`config.mk`:
```
export PLATFORM = sky130hd
export DESIGN_NAME = mem_port_arbiter_flat
export DESIGN_NICKNAME = d
export VERILOG_FILES = /design/src/rtl/mem_port_if.sv /design/src/rtl/mem_port_arbiter.sv /design/src/flat_wrapper.sv
export SDC_FILE = /design/constraint.sdc
export NUM_CORES = 1
export LEC_CHECK = 0
export CAP_MARGIN = 5
export CORE_AREA = 2 2 107 109
export CTS_BUF_LIST = sky130_fd_sc_hd__clkbuf_8
export DETAILED_ROUTE_END_ITERATION = 6
export DIE_AREA = 0 0 109 111
export PLACE_DENSITY_LB_ADDON = 0.12
export SLEW_MARGIN = 0
export SYNTH_ARGS = -nofsm -noshare
export SYNTH_HDL_FRONTEND = slang
export SYNTH_SLANG_ARGS = --single-unit
export TNS_END_PERCENT = 10
```
`constraint.sdc`:
```
create_clock -name clk -period 1.8 [get_ports clk]
set_input_delay 0.18 -clock clk [delete_from_list [all_inputs] [get_ports clk]]
set_output_delay 0.18 -clock clk [all_outputs]
set_load 0.02 [all_outputs]
```
`src/rtl/mem_port_if.sv`:
```
// Signal bundle between the two requesters, the shared memory port and the arbiter.
// Each requester raises req with its address, write data and we. It holds all of them
// stable until gnt is seen high. A request is accepted in a cycle where req && gnt.
// rvalid is a one-cycle pulse with no back-pressure; rdata is valid while it is high.
interface mem_port_if;
    logic        if_req;
    logic [31:0] if_addr;
    logic        if_gnt;
    logic        if_rvalid;
    logic [31:0] if_rdata;

    logic        d_req;
    logic [31:0] d_addr;
    logic [31:0] d_wdata;
    logic [3:0]  d_we;
    logic        d_gnt;
    logic        d_rvalid;
    logic [31:0] d_rdata;

    logic        mem_en;
    logic [31:0] mem_addr;
    logic [31:0] mem_wdata;
    logic [3:0]  mem_we;
    logic [31:0] mem_rdata;

    modport slave (
        input  if_req, if_addr, d_req, d_addr, d_wdata, d_we, mem_rdata,
        output if_gnt, if_rvalid, if_rdata, d_gnt, d_rvalid, d_rdata,
        output mem_en, mem_addr, mem_wdata, mem_we
    );

    modport master (
        output if_req, if_addr, d_req, d_addr, d_wdata, d_we, mem_rdata,
        input  if_gnt, if_rvalid, if_rdata, d_gnt, d_rvalid, d_rdata,
        input  mem_en, mem_addr, mem_wdata, mem_we
    );
endinterface

```
`src/rtl/mem_port_arbiter.sv`:
```
// Shares one synchronous memory port between instruction fetch and the data path.
// Data requests win, except that fetch is forced through after STARVE_LIMIT denied cycles.
module mem_port_arbiter #(
    parameter int MEM_LATENCY  = 2,
    parameter int STARVE_LIMIT = 3
) (
    input logic       clk,
    input logic       rst,
    mem_port_if.slave bus
);
    localparam logic [3:0] LIMIT = 4'(STARVE_LIMIT);

    logic [3:0]             starve_cnt;
    logic                   fwin;
    logic                   if_gnt;
    logic                   d_gnt;
    logic                   rd_issue;
    logic [MEM_LATENCY-1:0] tag_v;
    logic [MEM_LATENCY-1:0] tag_d;
    logic                   last_if;
    logic                   last_d;
    logic                   if_rvalid_q;
    logic                   d_rvalid_q;
    logic [31:0]            if_rdata_q;
    logic [31:0]            d_rdata_q;

    assign fwin   = bus.if_req && (!bus.d_req || starve_cnt == LIMIT);
    assign if_gnt = fwin && !rst;
    assign d_gnt  = bus.d_req && !fwin && !rst;

    assign bus.if_gnt    = if_gnt;
    assign bus.d_gnt     = d_gnt;
    assign bus.mem_en    = if_gnt | d_gnt;
    assign bus.mem_addr  = if_gnt ? bus.if_addr : (d_gnt ? bus.d_addr : 32'h0);
    assign bus.mem_we    = d_gnt ? bus.d_we : 4'h0;
    assign bus.mem_wdata = d_gnt ? bus.d_wdata : 32'h0;

    // Only reads enter the tag pipeline; writes complete silently.
    assign rd_issue = if_gnt || (d_gnt && bus.d_we == 4'h0);

    always_ff @(posedge clk) begin
        if (rst || if_gnt || !bus.if_req) begin
            starve_cnt <= 4'h0;
        end else if (starve_cnt != LIMIT) begin
            starve_cnt <= starve_cnt + 4'h1;
        end
    end

    always_ff @(posedge clk) begin
        if (rst) begin
            tag_v <= '0;
            tag_d <= '0;
        end else begin
            tag_v[0] <= rd_issue;
            tag_d[0] <= d_gnt;
            for (int i = 1; i < MEM_LATENCY; i++) begin
                tag_v[i] <= tag_v[i-1];
                tag_d[i] <= tag_d[i-1];
            end
        end
    end

    // The last stage lines up with the cycle in which mem_rdata carries that read's word.
    assign last_if = tag_v[MEM_LATENCY-1] && !tag_d[MEM_LATENCY-1];
    assign last_d  = tag_v[MEM_LATENCY-1] &&  tag_d[MEM_LATENCY-1];

    always_ff @(posedge clk) begin
        if (rst) begin
            if_rvalid_q <= 1'b0;
            d_rvalid_q  <= 1'b0;
            if_rdata_q  <= 32'h0;
            d_rdata_q   <= 32'h0;
        end else begin
            if_rvalid_q <= last_if;
            d_rvalid_q  <= last_d;
            if (last_if) begin
                if_rdata_q <= bus.mem_rdata;
            end
            if (last_d) begin
                d_rdata_q <= bus.mem_rdata;
            end
        end
    end

    assign bus.if_rvalid = if_rvalid_q;
    assign bus.if_rdata  = if_rdata_q;
    assign bus.d_rvalid  = d_rvalid_q;
    assign bus.d_rdata   = d_rdata_q;
endmodule
```
`src/flat_wrapper.sv`:
```
// flat-port wrapper written by rule: the top's interface ports become plain ports
module mem_port_arbiter_flat 
#(
    parameter int MEM_LATENCY  = 2,
    parameter int STARVE_LIMIT = 3
)
  (clk, rst, bus_if_req, bus_if_addr, bus_d_req, bus_d_addr, bus_d_wdata, bus_d_we, bus_mem_rdata, bus_if_gnt, bus_if_rvalid, bus_if_rdata, bus_d_gnt, bus_d_rvalid, bus_d_rdata, bus_mem_en, bus_mem_addr, bus_mem_wdata, bus_mem_we);
  mem_port_if bus_i ();
  input logic clk;
  input logic rst;
  input wire logic [$bits(bus_i.if_req)-1:0] bus_if_req;
  input wire logic [$bits(bus_i.if_addr)-1:0] bus_if_addr;
  input wire logic [$bits(bus_i.d_req)-1:0] bus_d_req;
  input wire logic [$bits(bus_i.d_addr)-1:0] bus_d_addr;
  input wire logic [$bits(bus_i.d_wdata)-1:0] bus_d_wdata;
  input wire logic [$bits(bus_i.d_we)-1:0] bus_d_we;
  input wire logic [$bits(bus_i.mem_rdata)-1:0] bus_mem_rdata;
  output wire logic [$bits(bus_i.if_gnt)-1:0] bus_if_gnt;
  output wire logic [$bits(bus_i.if_rvalid)-1:0] bus_if_rvalid;
  output wire logic [$bits(bus_i.if_rdata)-1:0] bus_if_rdata;
  output wire logic [$bits(bus_i.d_gnt)-1:0] bus_d_gnt;
  output wire logic [$bits(bus_i.d_rvalid)-1:0] bus_d_rvalid;
  output wire logic [$bits(bus_i.d_rdata)-1:0] bus_d_rdata;
  output wire logic [$bits(bus_i.mem_en)-1:0] bus_mem_en;
  output wire logic [$bits(bus_i.mem_addr)-1:0] bus_mem_addr;
  output wire logic [$bits(bus_i.mem_wdata)-1:0] bus_mem_wdata;
  output wire logic [$bits(bus_i.mem_we)-1:0] bus_mem_we;
  assign bus_i.if_req = bus_if_req;
  assign bus_i.if_addr = bus_if_addr;
  assign bus_i.d_req = bus_d_req;
  assign bus_i.d_addr = bus_d_addr;
  assign bus_i.d_wdata = bus_d_wdata;
  assign bus_i.d_we = bus_d_we;
  assign bus_i.mem_rdata = bus_mem_rdata;
  assign bus_if_gnt = bus_i.if_gnt;
  assign bus_if_rvalid = bus_i.if_rvalid;
  assign bus_if_rdata = bus_i.if_rdata;
  assign bus_d_gnt = bus_i.d_gnt;
  assign bus_d_rvalid = bus_i.d_rvalid;
  assign bus_d_rdata = bus_i.d_rdata;
  assign bus_mem_en = bus_i.mem_en;
  assign bus_mem_addr = bus_i.mem_addr;
  assign bus_mem_wdata = bus_i.mem_wdata;
  assign bus_mem_we = bus_i.mem_we;
  mem_port_arbiter #(.MEM_LATENCY(MEM_LATENCY), .STARVE_LIMIT(STARVE_LIMIT)) u_core (.clk(clk), .rst(rst), .bus(bus_i));
endmodule
```
==> results of run 1 <==
[synth_stat cells]
master and instances:
o211a_1 1, buf_2 13, nor2_1 5, and2_1 37
nand3b_1 1, nor3b_2 1, a21oi_1 66, clkbuf_1 15
nand2b_1 2, buf_1 2, a21oi_2 1, nand2_1 129
nand2b_4 1, or2_2 1, a22o_1 32, dfxtp_1 74
xor2_1 1, inv_1 3, nor2b_1 3, buf_4 1
nor4_1 1, or3b_1 1, a31o_1 1, buf_6 3
ha_1 1, nand3_1 1
[cell type report]
| class | count | area, um^2 |
|---|---|---|
| fillers | 1013 | 4570 |
| repair buffers | 296 | 3090 |
| multi-input cells | 286 | 1590 |
| flip-flops and latches | 74 | 1480 |
| well taps | 143 | 179 |
| clock buffers | 9 | 124 |
| clock inverters | 6 | 28.8 |
| inverters | 3 | 11.3 |
| diodes | 4 | 10.0 |
[worst max-delay path, cell delays in order, from the launching register on]
cell	delay [ns]
dfxtp_2	0.34
ha_4	0.16
nor3b_4	0.16
a21oi_4	0.25
buf_12	0.21
buf_6	0.12
and2_4	0.13
buf_6	0.12
[state kept, by name (all words and copies together), names as in the netlist]
signal,cells
u_core.bus.d_rdata,32
u_core.bus.if_rdata,32
u_core.starve_cnt,4
u_core.tag_d,2
u_core.tag_v,2
u_core.bus.d_rvalid,1
u_core.bus.if_rvalid,1
[kinds of logic (layout without fill, tap and decap cells)]
kind of cell               after synthesis  count (layout)
DFF                                     74              74
adders and majority gates                1               1
AOI/OAI and AO/OA                      101             101
and+or+nand+nor                        183             183
xor gates and xnor gates                 1               1
buffers and inverters                   37             314
other                                    0               4
[stage by stage]
stage | TNS, ns | std cells | instance area, um^2
finish | -10.16 | 821 | 6510
floorplan | 0 | 397 | 3150
detailed placement | -21.20 | 797 | 6030
global route | -16.16 | 817 | 6500
global placement | -19.31 | 797 | 6030
CTS | -12.58 | 816 | 6460
[report_power, final]
group          total [mW]  internal, mW  switching [mW]
sequential           1.67          1.66          0.0127
clock                1.04         0.473           0.571
combinational       0.938         0.554           0.384
[how the worst max path moves through the flow]
stage                          from           endpoint  slack (ns)  cells past startpoint
2_1_floorplan  u_core.starve_cnt[0]   bus_mem_addr[23]        0.19                      6
3_3_place_gp              bus_d_req         bus_mem_en       -0.40                      6
3_5_place_dp   u_core.starve_cnt[1]   bus_mem_addr[22]       -0.45                      6
4_1_cts        u_core.starve_cnt[0]  bus_mem_wdata[13]       -0.25                      7
5_1_grt        u_core.starve_cnt[0]   bus_mem_addr[15]       -0.29                      6
6_report       u_core.starve_cnt[1]   bus_mem_wdata[6]       -0.21                      7
[metal layers]
metal / vias up / global-route usage [%] / wire length (um)
li1: 1864 / - / -
met1: 1763 / 24.4 / 5100
met2: 178 / 42.0 / 7500
met3: 22 / 10.6 / 1590
met4: 4 / 9.40 / 394
met5: - / 0 / 33
[timing repair]
action                     CTS  global route
pin swaps                   19            21
setup buffers                1             1
hold buffers                 0             0
resized for setup          379            15
setup endpoints to repair   71            71
cloned                       3             0
==> flow_summary.json, run 1 <==
{
  "grt_usage_pct": 23.9,
  "hold_viol": 0,
  "fin_crit_sh_pct": 112,
  "netlist_instances": 397,
  "nets": 807,
  "final_core_util_pct": 58.8,
  "clkSinkCount": 74,
  "layout_common_cells": "200 x clkdlybuf4s50_1, 129 x nand2_1, 72 x buf_6, 72 x dfxtp_1, 66 x a21oi_1",
  "grt_setup_unrepaired": "true",
  "clockBufferDepth": 2,
  "power.density_nw_per_um2": 561,
  "clk_latency_ns": 0.34,
  "reg2reg_setup_slack_ns": 0.26,
  "yosysSeqAreaShare_pct": 47.1,
  "grt_start_max_net_pins": 69,
  "area_growth_pct": 107,
  "hold_path.class": "in2reg",
  "io_buffers": 272,
  "relSlewSlack_pct": 50.4,
  "drv_slew": 0,
  "holdCritStartpoint": "rst",
  "max-vdd-ir-drop_v": 0.000301,
  "vias_per_cell": 4.67,
  "ctsRootBufferMaster": "clkbuf_8",
  "dpl_worst_slack_ns": -0.450,
  "antenna_found_initial": 8,
  "io_pins": 273,
  "die_h_um": 111,
  "synth.distinct_cells": 26,
  "htreeDepth": 3,
  "grt_pass1_vias": 3805,
  "synth.area.mux_share_pct": 0,
  "holdPathEnd": "u_core.tag_v[0]",
  "ff2ff_path_depth": 6,
  "worstPathRequired_ns": 1.62,
  "cts_tree": "done",
  "total_power_mw": 3.66,
  "synth_top_area_cell": "dfxtp_1",
  "drtIter0Drc": 198,
  "fin_crit_ns": 2.01,
  "rows": 39,
  "postSynthAreaPerCell_um2": 7.93,
  "status": "complete, but fails checks",
  "synth_xor_area_share_pct": 0.278,
  "overflow": 0,
  "cts.clk_slew.worst_paths_ns": 0.07,
  "fmax_ghz": 0.497,
  "drc_errors": 0,
  "clock_skew_ns": 0.00921,
  "setup_ws_ns": -0.212,
  "crit_fanout": 25,
  "tightest_slew_ns": 0.743,
  "worstReg2RegEnd": "u_core.starve_cnt[2]",
  "critPathArrivalTime_ns": 1.83,
  "yosysWarnings": 0,
  "core-area_um2": 11100,
  "cp-start-kind": "register",
  "drv_cap": 0,
  "netlist_area_um2": 3150,
  "drive_gt1_share_pct": 21.1,
  "design.die.area_um2": 12100,
  "final.hold.worst_slack_ns": 0.240,
  "synth-simple-area-share_pct": 26.2,
  "reg2reg_from": "u_core.starve_cnt[1]",
  "synthAdderAreaFrac_pct": 0.397,
  "setup_viol": 71,
  "wire_per_inst_um": 17.8,
  "hold_depth": 3,
  "dp_hpwl_mm": 11.3,
  "grt_pass1_wl_mm": 21.6,
  "cts_buffers": 9,
  "finalWeightedCongestion": 0.866,
  "yosys-top-cells-area": "dfxtp_1 47%, nand2_1 15%, a21oi_1 10%",
  "ys_ff_latch": 74,
  "final_common_cell": "clkdlybuf4s50_1",
  "drtAntennaViolNets": 0,
  "yosys.area.top_type_share_pct": 47.1,
  "vias": 3831,
  "synth_top_family_by_area": "simple AND/OR/NAND/NOR gates",
  "drt_pass1_iterations": 4,
  "leakage_nw": 2.50,
  "syn_nets": 534,
  "path_class": "reg2out",
  "end_kind": "primary output",
  "initial_core_util_pct": 28.4,
  "dieWidth_um": 109,
  "violations": "negative setup slack",
  "drt_wl_total_mm": 14.6,
  "synth_compound_area_share_pct": 20.3
}
(Power assumes the default switching activity.)
==> run 2, diff against run 1 <==
--- a/config.mk
+++ b/config.mk
@@ -11,7 +11,7 @@
 export DETAILED_ROUTE_END_ITERATION = 6
 export DIE_AREA = 0 0 109 111
 export PLACE_DENSITY_LB_ADDON = 0.12
-export SLEW_MARGIN = 0
+export SLEW_MARGIN = 30
 export SYNTH_ARGS = -nofsm -noshare
 export SYNTH_HDL_FRONTEND = slang
 export SYNTH_SLANG_ARGS = --single-unit
==> results of run 2 <==
Same layout as run 1: the final DEF is identical, and so are final timing and power.
==> run 3, diff against run 2 <==
==> constraint.sdc (replaced) <==
create_clock -name clk -period 1.95 [get_ports clk]
set_input_delay 0.195 -clock clk [delete_from_list [all_inputs] [get_ports clk]]
set_output_delay 0.195 -clock clk [all_outputs]
set_load 0.02 [all_outputs]
==> run 3 against run 2 <==
  * The flow still finishes with violations (negative setup slack)
  * Non-clock buffer count is 2 higher
  * Sequential power shrank 8%
  * Sequential share of layout area rose by 0.44 points
  * Flip-flop and latch count stayed put
  * Combinational power shrank 12%
  * Die area unchanged
  * Utilization is 1.1 points lower
  * Global-route usage hardly changed
  * Count of clock-buffer cells in the layout rose by 1
  * Power fell by 2.8%
  * Critical path type unchanged
  * Highest routed layer unchanged
==> flow_summary.json, run 3 (same netlist as run 1, synthesis figures left out) <==
{
  "status": "complete, but fails checks",
  "violations": "negative setup slack",
  "slowest_stage": "dfxtp_2",
  "leakage_nw": 2.48,
  "gr-usage-met1_pct": 25.1,
  "crit_chain": "ha_4, nor3b_4, a21oi_4, buf_12, buf_4, and2_1, buf_6",
  "area_growth_pct": 103,
  "setup_viol": 67,
  "relSlewSlack_pct": 51.6,
  "grt_setup_unrepaired": "true",
  "fin_crit_sh_pct": 107,
  "cp-start-kind": "register",
  "place_inst": 796,
  "hold_viol": 0,
  "core-area_um2": 11100,
  "hold_path.class": "in2reg",
  "stdcell_count": 824,
  "cts_buffers": 9,
  "io_pins": 273,
  "drv_slew": 0,
  "crit_fanout": 24,
  "tns_ns": -5.06,
  "tightest_slew_ns": 0.727,
  "htreeDepth": 3,
  "hold_depth": 3,
  "final_common_cell": "clkdlybuf4s50_1",
  "use_met2_pct": 42.7,
  "design.die.area_um2": 12100,
  "worstPathRequired_ns": 1.75,
  "rows": 39,
  "grt_pass1_wl_mm": 21.5,
  "end_kind": "primary output",
  "grt_usage_pct": 23.9,
  "setup_ws_ns": -0.138,
  "wire_per_inst_um": 17.7,
  "drtAntennaViolNets": 0,
  "die_h_um": 111,
  "grt_start_max_net_pins": 69,
  "drtIter0Drc": 222,
  "path_class": "reg2out",
  "clkSinkCount": 74,
  "power.density_nw_per_um2": 556,
  "dp_hpwl_mm": 11.3,
  "clk_latency_ns": 0.35,
  "overflow": 0,
  "total_power_mw": 3.55,
  "vias_per_cell": 4.65,
  "drt_pass1_iterations": 4,
  "drt_wl_total_mm": 14.6,
  "clock_skew_ns": 0.0109,
  "holdCritStartpoint": "rst",
  "drc_errors": 0,
  "fin_crit_ns": 2.09,
  "io_buffers": 272,
  "grt_use_met3_pct": 9.11,
  "drive_gt1_share_pct": 18.5,
  "ff2ff_path_depth": 5,
  "dieWidth_um": 109,
  "busiest_layer": "met2",
  "cts.clk_slew.worst_paths_ns": 0.07,
  "max-vdd-ir-drop_v": 0.000361,
  "fmax_ghz": 0.479,
  "reg2reg_setup_slack_ns": 0.49,
  "clockBufferDepth": 2,
  "holdPathEnd": "u_core.tag_v[0]",
  "nets": 809,
  "ctsRootBufferMaster": "clkbuf_8",
  "cts_tree": "done",
  "dpl_worst_slack_ns": -0.310,
  "finalWeightedCongestion": 0.904,
  "critPathMaxStageDelay_ns": 0.36,
  "critPathArrivalTime_ns": 1.89,
  "reg2reg_from": "u_core.starve_cnt[1]",
  "grt_pass1_vias": 3842,
  "final.hold.worst_slack_ns": 0.265,
  "vias": 3830,
  "layout_common_cells": "200 x clkdlybuf4s50_1, 129 x nand2_1, 72 x dfxtp_1",
  "worstReg2RegEnd": "u_core.tag_v[0]",
  "drv_cap": 0,
  "antenna_found_initial": 5,
  "initial_core_util_pct": 28.4
}
==> run 3: report_power, final <==
group	total [mW]	internal [mW]	switching, mW
clock network	1.18	0.617	0.563
logic	0.830	0.480	0.350
registers	1.54	1.53	0.0115
total	3.55	2.63	0.925
==> run 3: worst max-delay path by stage <==
stage                                   end                  from  depth (start not counted)
after floorplan            bus_mem_addr[23]  u_core.starve_cnt[0]                          6
after global placement     bus_mem_addr[13]             bus_d_req                          7
after detailed placement    bus_mem_addr[9]  u_core.starve_cnt[1]                          6
after CTS                 bus_mem_wdata[10]  u_core.starve_cnt[1]                          7
after global routing       bus_mem_wdata[5]  u_core.starve_cnt[1]                          7
final                      bus_mem_wdata[5]  u_core.starve_cnt[1]                          7
==> run 3: critical path: cells and delay by family, from the launching register on <==
| kind | cells | cell delay (ns) |
|---|---|---|
| DFF | 1 | 0.36 |
| adders and majority gates | 1 | 0.14 |
| buffers and inverters | 3 | 0.46 |
| AOI/OAI and AO/OA | 1 | 0.13 |
| and+or+nand+nor | 2 | 0.45 |
==> run 3: timing repair <==
| item | 4_1_cts | 5_1_grt |
|---|---|---|
| pin swaps | 4 | 7 |
| gates resized for setup | 314 | 8 |
| hold buffers | 0 | 0 |
| setup buffers | 4 | 1 |
| cloned | 2 | 1 |
| setup endpoints to repair | 71 | 71 |
==> run 3: cell type report <==
class / count / area (um^2)
clock buffer: 10 / 138
antenna: 4 / 10.0
timing repair buffer: 298 / 2970
sequential: 74 / 1480
clock inverter: 6 / 58.8
fill: 1042 / 4690
inverter: 3 / 11.3
tap: 143 / 179
multi-input combinational: 286 / 1530
==> run 3: metal layers <==
metal / part of all wire, % / vias to the layer above / wire length [um]
met4: 2.0 / 4 / 291
li1: - / 1866 / -
met5: 0.16 / - / 23
met2: 52 / 164 / 7620
met1: 36 / 1773 / 5230
met3: 9.9 / 23 / 1450
==> run 3: per-stage QoR <==
stage               util [%]  area [um^2]
floorplan                  -         3150
global route            57.6         6380
finish                  57.7         6390
global placement        54.6         6050
CTS                     57.2         6330
detailed placement      54.6         6050
==> RTL change 1: new RTL, settings of run 3 <==
`MEM_LATENCY` is set to 2 in 2 places; all go to 1.
--- a/src/rtl/mem_port_arbiter.sv
+++ b/src/rtl/mem_port_arbiter.sv
@@ -2,5 +2,5 @@
 // Data requests win, except that fetch is forced through after STARVE_LIMIT denied cycles.
 module mem_port_arbiter #(
-    parameter int MEM_LATENCY  = 2,
+    parameter int MEM_LATENCY  = 1,
     parameter int STARVE_LIMIT = 3
 ) (
--- a/src/flat_wrapper.sv
+++ b/src/flat_wrapper.sv
@@ -2,5 +2,5 @@
 module mem_port_arbiter_flat 
 #(
-    parameter int MEM_LATENCY  = 2,
+    parameter int MEM_LATENCY  = 1,
     parameter int STARVE_LIMIT = 3
 )
Check against the original RTL: not equivalent (Yosys sat finds a counterexample within 4 cycles, from zero or initial values and one cycle with rst high).
==> RTL change 1 against run 3 <==
The run still ends with setup timing left. Setup slack got worse by 0.042 ns. Area after synthesis fell by 1.2%. Wire length rose by 0.97%. Sequential cell count fell by 2. Count of clock-buffer cells in the layout fell by 1. Combinational power rose by 6.6%. Final area fell by 1.9%. Total power fell by 1.2%. Critical path depth did not move. Hold slack got worse by 0.091 ns. Die area did not move. Non-clock buffer count did not move. Cell count fell by 0.36%. Largest cell class unchanged.
==> RTL change 1: results (changes against run 3) <==
- Result of the run: finished, violations left (unchanged)
* Violations in the final reports: setup timing (unchanged)
- The cell area after placement is 6020 um2 (was 6050 um2).
- The final worst clock skew was 0.00792 ns (was 0.0109 ns).
- Worst IR drop on VDD: 0.000402 V (was 0.000361 V)
- Count of cells along the worst register-to-register path: 6 (was 5)
- Relative max-transition margin: 57.4% (was 51.6%)
- Cell types with the highest counts after synthesis: sky130_fd_sc_hd__nand2_1, sky130_fd_sc_hd__dfxtp_1, sky130_fd_sc_hd__a21oi_1 (unchanged).
* Detailed placement HPWL: 11700 um (was 11300 um)
- The setup violation total in the final timing report came to 43 (was 67).
- The worst hold endpoint is u_core.bus.if_rdata[29]$_SDFFE_PP0P_ (was u_core.tag_v[0]$_SDFF_PP0_).
- The area share of fa/ha/maj cells after synthesis came to 0.402% (was 0.397%).
* Switching Share: 29.2% (was 26.0%)
- Tot GR Track Use: 24.3% (was 23.9%)
* Overall routed net length: 14800 um (was 14600 um)
- The worst flop-to-flop path endpoint is u_core.tag_v$_SDFF_PP0_ (was u_core.tag_v[0]$_SDFF_PP0_).
- The fraction of layout instances using a drive strength above 1 is 18.8% (was 18.5%).
- Pin count of the biggest net entering global routing: 63 (was 69)
* Crit path setup slack, layout: -0.180 ns (was -0.138 ns)
- The number of distinct library cell variants in the gate-level netlist after synthesis came to 28 (was 26).
* Most area-consuming cells after synthesis: sky130_fd_sc_hd__dfxtp_1, sky130_fd_sc_hd__nand2_1, sky130_fd_sc_hd__a21oi_1 (unchanged)
* Power share of the clock group: 31.4% (was 33.2%)
- Via Count: 3835 (was 3830)
- Pwr dens: 560 nW/um2 (was 556 nW/um2)
* Number of design-rule violations left by the first detailed-router iteration: 192 (was 222)
- Leakage dissipation: 2.42 nW (was 2.48 nW)
- The first-pass GRT wire length was 22000 um (was 21500 um).
RTL change 1: cell types whose count changed in the layout (fill, tap and decap cells not counted), sizes merged, moves of 2 or more:
| cell | delta |
|---|---|
| nor3 | +3 |
| clkbuf | -2 |
| dfxtp | -2 |
| clkinvlp | +2 |
| nor2 | -2 |
| nor2b | -2 |
| clkdlybuf4s15 | +6 |
| buf | -7 |
| clkinv | -2 |
RTL change 1: cell families (layout without fill, tap and decap cells):
logic type,after synthesis,count (layout)
DFF,72,72
buffers and inverters,35,316
AOI/OAI and AO/OA,102,102
adders and majority gates,1,1
other,0,3
and+or+nand+nor,183,183
xor gates and xnor gates,1,1
RTL change 1: through the flow:
| step | TNS (ns) | setup slack [ns] | cells | hold slack (ns) |
|---|---|---|---|---|
| 2_1_floorplan | 0 | 0.195 | 394 | 0.287 |
| 3_3_place_gp | -17.00 | -0.348 | 797 | 0.442 |
| 3_5_place_dp | -18.65 | -0.386 | 797 | 0.446 |
| 4_1_cts | -8.00 | -0.216 | 818 | 0.153 |
| 5_1_grt | -12.18 | -0.268 | 819 | 0.170 |
| 6_report | -5.95 | -0.180 | 821 | 0.173 |
RTL change 1: what timing repair did:
action | in CTS | in global routing
endpoints found under the setup margin | 70 | 71
gates resized for setup | 308 | 5
buffers inserted | 3 | 1
pin swaps | 2 | 1
cloned | 2 | 0
RTL change 1: cell type report:
class                   count  area (um2)  share of cell area, %
diodes                      3        7.51                  0.120
clock buffers               9         124                   1.98
clock inverters             7        60.1                  0.958
inverters                   2        7.51                  0.120
multi-input cells         287        1530                   24.4
flip-flops and latches     72        1440                   23.0
well taps                 143         179                   2.85
repair buffers            298        2920                   46.6
RTL change 1: worst max-delay path by stage:
stage,startpoint,to,slack (ns),cells after the start
6_report,u_core.starve_cnt[0]$_SDFFE_PP0N_,bus_mem_addr[4],-0.18,7
5_1_grt,u_core.starve_cnt[0]$_SDFFE_PP0N_,bus_mem_addr[16],-0.27,7
4_1_cts,u_core.starve_cnt[0]$_SDFFE_PP0N_,bus_mem_addr[13],-0.22,7
3_5_place_dp,bus_if_req,bus_mem_addr[18],-0.39,6
3_3_place_gp,bus_if_req,bus_mem_addr[15],-0.35,6
2_1_floorplan,u_core.starve_cnt[0]$_SDFFE_PP0N_,bus_mem_addr[23],0.19,5
RTL change 1: worst min-delay path, cell delays in order:
cell and delay (ns):
sky130_fd_sc_hd__buf_2 0.13, sky130_fd_sc_hd__buf_4 0.12, sky130_fd_sc_hd__a21oi_1 0.03
RTL change 1: metal layers:
layer	vias to the layer above	routed length (um)	global-route usage, %
met4	6	848	14.5
met3	42	1720	11.4
li1	1861	-	-
met1	1742	5300	25.5
met2	184	6850	38.8
met5	-	38	0
==> RTL change 2: new RTL, flow settings as in run 3 <==
Without the edit above. Make the reset (`rst`) asynchronous in 2 clocked blocks.
--- a/src/rtl/mem_port_arbiter.sv
+++ b/src/rtl/mem_port_arbiter.sv
@@ -47,5 +47,5 @@
     end
 
-    always_ff @(posedge clk) begin
+    always_ff @(posedge clk or posedge rst) begin
         if (rst) begin
             tag_v <= '0;
@@ -65,5 +65,5 @@
     assign last_d  = tag_v[MEM_LATENCY-1] &&  tag_d[MEM_LATENCY-1];
 
-    always_ff @(posedge clk) begin
+    always_ff @(posedge clk or posedge rst) begin
         if (rst) begin
             if_rvalid_q <= 1'b0;
Behaviour: differs if rst is asserted again (counterexample within 4 cycles, from zero or initial values and one cycle with rst high); with rst held inactive, the same outputs for 10 cycles.
==> RTL change 2 against run 3 <==
The run still ends with setup timing left. Sequential cell count unchanged. Highest routed layer is now met4. Largest cell class unchanged. Setup slack got worse by 0.28 ns. Final area increased by 12%. Global-route usage decreased by 4.0 points. Cell count decreased by 17%. Wire length decreased by 15%. Area after synthesis increased by 6.4%.
Power is not compared: it rests on default switching activity, and its combinational part moved more than twofold at a synthesized area within 25%.
==> RTL change 2: results (changes against run 3) <==
* Result of the run: finished, violations left (unchanged)
- Violations in the final reports: setup timing (unchanged).
- The parity-gate share of the synthesized area counting xor and xnor cells was 0.262% (was 0.278%).
* Number of setup buffers added after CTS: 6 (was 4)
- Hold Slack: 0.352 ns (was 0.265 ns)
* Initial antenna violation count: 0 (was 5)
* Crit-path max FO: 6 (was 24)
- Worst flop-to-flop path endpoint: u_core.tag_v[0]$_DFF_PP0_ (was u_core.tag_v[0]$_SDFF_PP0_)
- Overall routed net length: 12400 um (was 14600 um)
- Routability congestion estimate: 0.821 (was 0.904)
- The worst reg2reg path startpoint is u_core.starve_cnt[0]$_SDFFE_PP0N_ (was u_core.starve_cnt[1]$_SDFFE_PP0N_).
* Share of the synthesized area in compound gates (AO/OA/AOI/OAI): 9.75% (was 20.3%)
- Hold-critical path depth: 0 (was 3)
- The cell type of the slowest stage on the worst timing path was sky130_fd_sc_hd__or3b_4 (was sky130_fd_sc_hd__dfxtp_2).
- The share of synthesized area spent on multiplexers came to 21.9% (was 0%).
* Tot GR Track Use: 20.0% (was 23.9%)
- Predominant post-synthesis flop cell: sky130_fd_sc_hd__dfrtp_1 (was sky130_fd_sc_hd__dfxtp_1)
* Detailed placement HPWL: 9130 um (was 11300 um)
- First-pass GRT wire length: 18200 um (was 21500 um)
- The minimum setup slack in the final design came to -0.420 ns (was -0.138 ns).
- The kind of cell adding the most delay to the critical path was compound AO/OA/AOI/OAI gates (was buffers and inverters).
- Via density per instance: 4.61 (was 4.65)
* Sequential element share of the synthesized area: 54.7% (was 47.1%)
* Final-stage net count: 674 (was 809)
- Worst Hold Launch: u_core.tag_v[0]$_DFF_PP0_ (was rst)
- Count of cells along the worst register-to-register path: 6 (was 5)
* Worst Hold Class: reg2reg (was in2reg)
- Post-placement cell count: 655 (was 796)
* Number of diodes: 0 (was 4)
- The vias after detailed routing is 3155 (was 3830).
- The pin count of the biggest net entering global routing was 72 (was 69).
* Number of design-rule violations left by the first detailed-router iteration: 96 (was 222)
- The slack of the worst reg-to-reg path was 0.20 ns (was 0.49 ns).
- The worst hold endpoint was u_core.tag_v[1]$_DFF_PP0_ (was u_core.tag_v[0]$_SDFF_PP0_).
- The area share of fa/ha/maj cells after synthesis was 0.374% (was 0.397%).
- Finish-stage setup viols: 71 (was 67)
* Most area-consuming cells after synthesis: sky130_fd_sc_hd__dfrtp_1, sky130_fd_sc_hd__mux2_2, sky130_fd_sc_hd__a22o_1 (was sky130_fd_sc_hd__dfxtp_1, sky130_fd_sc_hd__nand2_1, sky130_fd_sc_hd__a21oi_1)
* Slew @ Worst Pin: 0.626 ns (was 0.727 ns)
- The fraction of registers with async set/reset came to 94.6% (was 0%).
## RTL change 2: cell types whose count changed after synthesis, sizes merged, moves of 2 or more
cell / run 3 / this run
nand2: 129 / 2
dfrtp: 0 / 70
dfxtp: 74 / 4
a21oi: 67 / 0
mux2: 0 / 65
clkbuf: 15 / 3
buf: 19 / 15
nand2b: 3 / 0
nor2b: 3 / 1
## RTL change 2: layer usage
metal  wire length, um  GRT usage, %
met1              4340          20.0
met2              6800          38.0
met3              1070          7.17
met4               163          5.21
met5                 0             0
## RTL change 2: cell type report
class | instances | area (um2)
Clock buffer | 9 | 124
Clock inverter | 7 | 91.3
Fill cell | 876 | 3910
Inverter | 4 | 18.8
Multi-Input combinational cell | 150 | 1740
Sequential cell | 74 | 1830
Tap cell | 143 | 179
Timing Repair Buffer | 298 | 3180
## RTL change 2: cell families after synthesis
logic type	Yosys count
DFF	74
muxes	65
and+or+nand+nor	48
AOI/OAI and AO/OA	35
buffers and inverters	22
xor gates and xnor gates	1
adders and majority gates	1
